[config.mk]
export PLATFORM = sky130hd
export DESIGN_NAME = dmem_access_ctrl
export DESIGN_NICKNAME = d
export VERILOG_FILES = /design/src/rtl/dmem_access_ctrl.sv
export SDC_FILE = /design/constraint.sdc
export NUM_CORES = 1
export LEC_CHECK = 0
export CORE_ASPECT_RATIO = 1.2
export CORE_MARGIN = 2
export CORE_UTILIZATION = 35
export DETAILED_ROUTE_END_ITERATION = 12
export PLACE_DENSITY = 0.76
export SETUP_SLACK_MARGIN = 0.4
export SLEW_MARGIN = 10
export SYNTH_ARGS = -nofsm -noshare
export SYNTH_HDL_FRONTEND = slang
export SYNTH_SLANG_ARGS = --single-unit
[constraint.sdc]
create_clock -name clk -period 1.75 [get_ports clk]
set_input_delay 0.4375 -clock clk [delete_from_list [all_inputs] [get_ports clk]]
set_output_delay 0.4375 -clock clk [all_outputs]
set_load 0.005 [all_outputs]
[src/rtl/dmem_access_ctrl.sv]
// Data-memory bus initiator: takes one load/store at a time from the pipeline,
// sequences the memory strobes and returns a single-cycle response that also
// tells the pipeline whether the access hit the memory-mapped switch/LED word.
//
// state | meaning
// ------+----------------------------------------------------------
// IDLE  | bus quiet, ready for a request
// WRITE | memWr strobe cycle (exactly one cycle)
// READ  | memRd held for RD_LATENCY cycles, datard captured at end
// RESP  | rsp_valid pulse, then back to IDLE
module dmem_access_ctrl #(
    parameter int                 ADDR_W     = 13,
    parameter int                 DATA_W     = 64,
    parameter int                 RD_LATENCY = 1,   // 1..15
    parameter logic [ADDR_W-1:0]  IO_ADDR    = 13'h100
) (
    input  logic              clk,
    input  logic              rst,
    input  logic              req_valid,
    output logic              req_ready,
    input  logic              req_wr,
    input  logic [ADDR_W-1:0] req_addr,
    input  logic [DATA_W-1:0] req_wdata,
    output logic              rsp_valid,
    output logic [DATA_W-1:0] rsp_rdata,
    output logic              rsp_io,
    output logic [ADDR_W-1:0] Addres,
    output logic              memWr,
    output logic              memRd,
    output logic [DATA_W-1:0] datawr,
    input  logic [DATA_W-1:0] datard
);

    localparam logic [1:0] IDLE  = 2'd0;
    localparam logic [1:0] WRITE = 2'd1;
    localparam logic [1:0] READ  = 2'd2;
    localparam logic [1:0] RESP  = 2'd3;

    // Index of the final READ cycle; the counter runs 0..LAST_RD.
    localparam logic [3:0] LAST_RD = 4'(RD_LATENCY - 1);

    logic [1:0] state;
    logic [3:0] lat_cnt;
    logic       io_q;

    // Acceptance only in IDLE and never while reset is held.
    assign req_ready = (state == IDLE) & ~rst;

    // Sequencer: all bus and response outputs are registered here.
    always_ff @(posedge clk) begin
        if (rst) begin
            state     <= IDLE;
            lat_cnt   <= 4'd0;
            io_q      <= 1'b0;
            Addres    <= '0;
            memWr     <= 1'b0;
            memRd     <= 1'b0;
            datawr    <= '0;
            rsp_valid <= 1'b0;
            rsp_rdata <= '0;
            rsp_io    <= 1'b0;
        end else begin
            case (state)
                IDLE: begin
                    memWr     <= 1'b0;
                    memRd     <= 1'b0;
                    Addres    <= '0;
                    datawr    <= '0;
                    rsp_valid <= 1'b0;
                    rsp_io    <= 1'b0;
                    if (req_valid) begin
                        // Address and data go straight into the bus registers,
                        // so later req_* changes cannot disturb the access.
                        io_q   <= (req_addr == IO_ADDR);
                        Addres <= req_addr;
                        if (req_wr) begin
                            datawr <= req_wdata;
                            memWr  <= 1'b1;
                            state  <= WRITE;
                        end else begin
                            memRd   <= 1'b1;
                            lat_cnt <= 4'd0;
                            state   <= READ;
                        end
                    end
                end
                WRITE: begin
                    memWr     <= 1'b0;
                    Addres    <= '0;
                    datawr    <= '0;
                    rsp_valid <= 1'b1;
                    rsp_io    <= io_q;
                    state     <= RESP;
                end
                READ: begin
                    if (lat_cnt == LAST_RD) begin
                        memRd     <= 1'b0;
                        Addres    <= '0;
                        rsp_rdata <= datard;
                        rsp_valid <= 1'b1;
                        rsp_io    <= io_q;
                        state     <= RESP;
                    end else begin
                        lat_cnt <= lat_cnt + 4'd1;
                    end
                end
                RESP: begin
                    rsp_valid <= 1'b0;
                    rsp_io    <= 1'b0;
                    state     <= IDLE;
                end
                default: begin
                    state <= IDLE;
                end
            endcase
        end
    end

endmodule

==> impl_metrics.csv <==
group,metric,value,unit
outcome,outcome,"completed",
cts,clk_latency,0.42,ns
route,wl_per_cell,16.9,µm
setup_path,slowest_stage,"or3b_4",
cts,clkTransAtPathRegs,0.06,ns
timing,finalSetupViolCount,0,
floorplan,dieArea,0.0166,mm²
power,power_density,1410,mW/mm²
route,viasPerCell,5.00,
route,wirelength,20.0,mm
timing,period_needed,1.69,ns
setup_path,critPathMaxStageDelay,0.42,ns
global_routing,grt_antenna_before_repair,1,
setup_path,path_class,"register to register",
yosys,ys_ff_latch,152,
floorplan,ios,291,
global_routing,grt_overflow,0,
setup_path,cp-start-kind,"register",
setup_path,cp.arrival,2.04,ns
yosys,yosys.area.top_type,"dfxtp_1",
yosys,ys.flop_type,"dfxtp_1",
cts,cts_sinks,152,
floorplan,die_h,141,µm
setup_path,reg2reg_setup_slack,0.06,ns
setup_path,r2r-start,"lat_cnt[0]",
place,dp.cells,1100,
yosys,ys_warn_count,0,
setup_path,r2r-end,"Addres[10]",
global_routing,use_met3,8.86,%
timing,final_max_slew_viol_count,0,
route,dr.pass1.iters,4,
timing,tightestPinTransition,0.564,ns
min_path,hp-start,"rsp_rdata[15]",
place,gp_congestion,0.794,
power,leakage,4.15,nW
timing,slew_headroom,62.4,%
setup_path,worst-path-buf-inv,3,
finish,final_nets,1123,
min_path,holdPathStages,2,
power,ir_worst_vdd,0.000784,V
global_routing,gr-usage-met2,35.3,%
global_routing,grt_pass1_wl,28.0,mm
cts,cts_tree,"built",
timing,fin_crit_sh,96.8,%
place,port_buffers,290,
place,dp_hpwl,11.6,mm
finish,synthToLayoutAreaGrowth,84.8,%
route,drt_iter0_drc,305,
global_routing,busiest_layer,"met2",
setup_path,cp_max_fo,7,
setup_path,crit_required,2.10,ns
cts,cts_root_buf,"clkbuf_16",
yosys,synth_top_area_share,55.8,%
setup_path,endpoint_kind,"register",
finish,layoutNonFillerInstCount,1188,
floorplan,core_area,0.0151,mm²
yosys,ys_seq_area_share,55.8,%
min_path,worstHoldPathType,"register to register",
setup_path,cp_top_family,"simple AND/OR/NAND/NOR gates",
yosys,synthTopCellsByArea,"dfxtp_1 56%, nand2_1 9.2%, a22oi_1 8.8%, a21oi_1 6.7%, nor2_1 4.8%",
global_routing,grt_use_met1,23.1,%
global_routing,track_usage,20.7,%
flow_run,timing.max_cap.violations,0,
floorplan,start_util,36.1,%
yosys,avgSynthCellArea,8.66,µm²
global_routing,grt_max_degree,74,
setup_path,crit_path_start,"lat_cnt[0]",
cts,ctsLongestPathBuffers,2,
route,drc,0,
finish,layout-drive-gt1-share,49.7,%
floorplan,die_x,118,µm
setup_path,reg2reg_depth,8,
min_path,hold_path_end,"rsp_rdata[15]",
yosys,synthArstFlopShare,0,%
yosys,yosysMostFrequentCell,"dfxtp_1",
yosys,synthCells,629,
finish,diodes,0,
timing,holdWs,0.448,ns
global_routing,grt_pass1_vias,5653,
yosys,syn_nets,781,
timing,rsz0062_at_grt,"yes",
floorplan,floorplan.rows,49,
yosys,netlist_top_cells_count,"152 x dfxtp_1, 133 x nand2_1, 73 x a21oi_1",
yosys,synth_enable_flop_cells,0,
timing,hold_viol,0,
cts,numCtsBuffers,17,
cts,cts_max_level,4,
route,ant_nets,0,
timing,fmax,0.590,GHz
route,vias,5937,
yosys,ys_types,35,
setup_path,crit_chain,"inv_2 -> ha_4 -> or3b_4 -> a21oi_4 -> buf_6 -> buf_16 -> nand3_2 -> o21ai_1",
yosys,syn_area,0.00545,mm²
timing,final.setup_skew,0.00848,ns
finish,final_core_util,66.8,%
## stage by stage
stage               area, µm²  total power, mW  setup slack, ns  setup TNS [ns]
global route            10100             15.0          0.00476               0
global placement         8800             8.92          -0.0900           -4.70
CTS                      9110             12.4           0.0720               0
detailed placement       8800             8.99           -0.110           -5.43
finish                  10100             14.2           0.0565               0
floorplan                5580             6.72            0.217               0
## power breakdown
group          switching (mW)  internal, mW
clock                    1.47          2.08
combinational            3.04          3.18
sequential              0.297          4.16
total                    4.80          9.43
## logic make-up (layout without fill, tap and decap cells)
| family | Yosys count | in the layout | share of synthesized area, % |
|---|---|---|---|
| fa+ha+maj | 7 | 7 | 1.61 |
| flops | 152 | 152 | 55.8 |
| compound gates | 158 | 158 | 17.8 |
| buf+inv | 54 | 409 | 4.27 |
| simple gates | 256 | 256 | 20.1 |
| mux | 2 | 2 | 0.367 |
## tightest hold or removal path, delay by kind of cell, from the launching register on
family	cells	cell delay (ns)
simple gates	1	0.05
compound gates	1	0.05
flops	1	0.31
## placed cells by master (no fill, tap or decap), types with 3 or more instances in the layout
cell / instances
clkbuf_1: 3
o21ai_2: 4
dfxtp_1: 19
buf_2: 145
inv_6: 3
buf_16: 3
clkbuf_8: 3
a22oi_1: 10
a22oi_2: 54
a21oi_2: 3
ha_4: 4
inv_2: 3
nand2b_1: 14
a21oi_1: 70
buf_4: 39
dfxtp_2: 131
ha_1: 3
nand3_1: 5
o21ai_1: 8
nand2_1: 131
clkdlybuf4s50_1: 143
clkbuf_16: 31
nand3_2: 11
nor2_1: 68
buf_12: 12
buf_6: 15
o21ai_0: 4
## metal layers
metal | wire length [µm] | share of wire (%)
met1 | 7590 | 38
met2 | 10000 | 50
met3 | 1850 | 9.2
met4 | 538 | 2.7
met5 | 13 | 0.065
## what timing repair did
item | CTS | global route
endpoints found under the setup margin | 298 | 160
gates cloned | 3 | 15
buffers inserted | 19 | 19
hold buffers | 0 | 0
pin swaps | 7 | 108
resized for setup | 737 | 97
## sequential cells by signal, summed over array words and instances (netlist names)
name       flops
rsp_valid      1
io_q           1
Addres        13
datawr        64
state          2
rsp_rdata     64
memWr          1
lat_cnt        4
rsp_io         1
memRd          1
## worst max path at each step
stage                 end  slack [ns]  cells past startpoint
6_report       Addres[10]        0.06                      8
5_1_grt         Addres[8]       0.005                      8
4_1_cts         req_ready        0.07                      4
3_5_place_dp    datawr[2]       -0.11                      7
3_3_place_gp   datawr[38]       -0.09                      7
2_1_floorplan  Addres[10]        0.22                      8
## final cells by class
class                           instances  area, µm²
Tap cell                              204        255
Inverter                                4       17.5
Fill cell                            1201       5010
Sequential cell                       152       3210
Timing Repair Buffer                  373       3320
Multi-Input combinational cell        423       2700
Clock buffer                           23        478
Clock inverter                          9       90.1
Power figures use the tool's default switching activity.
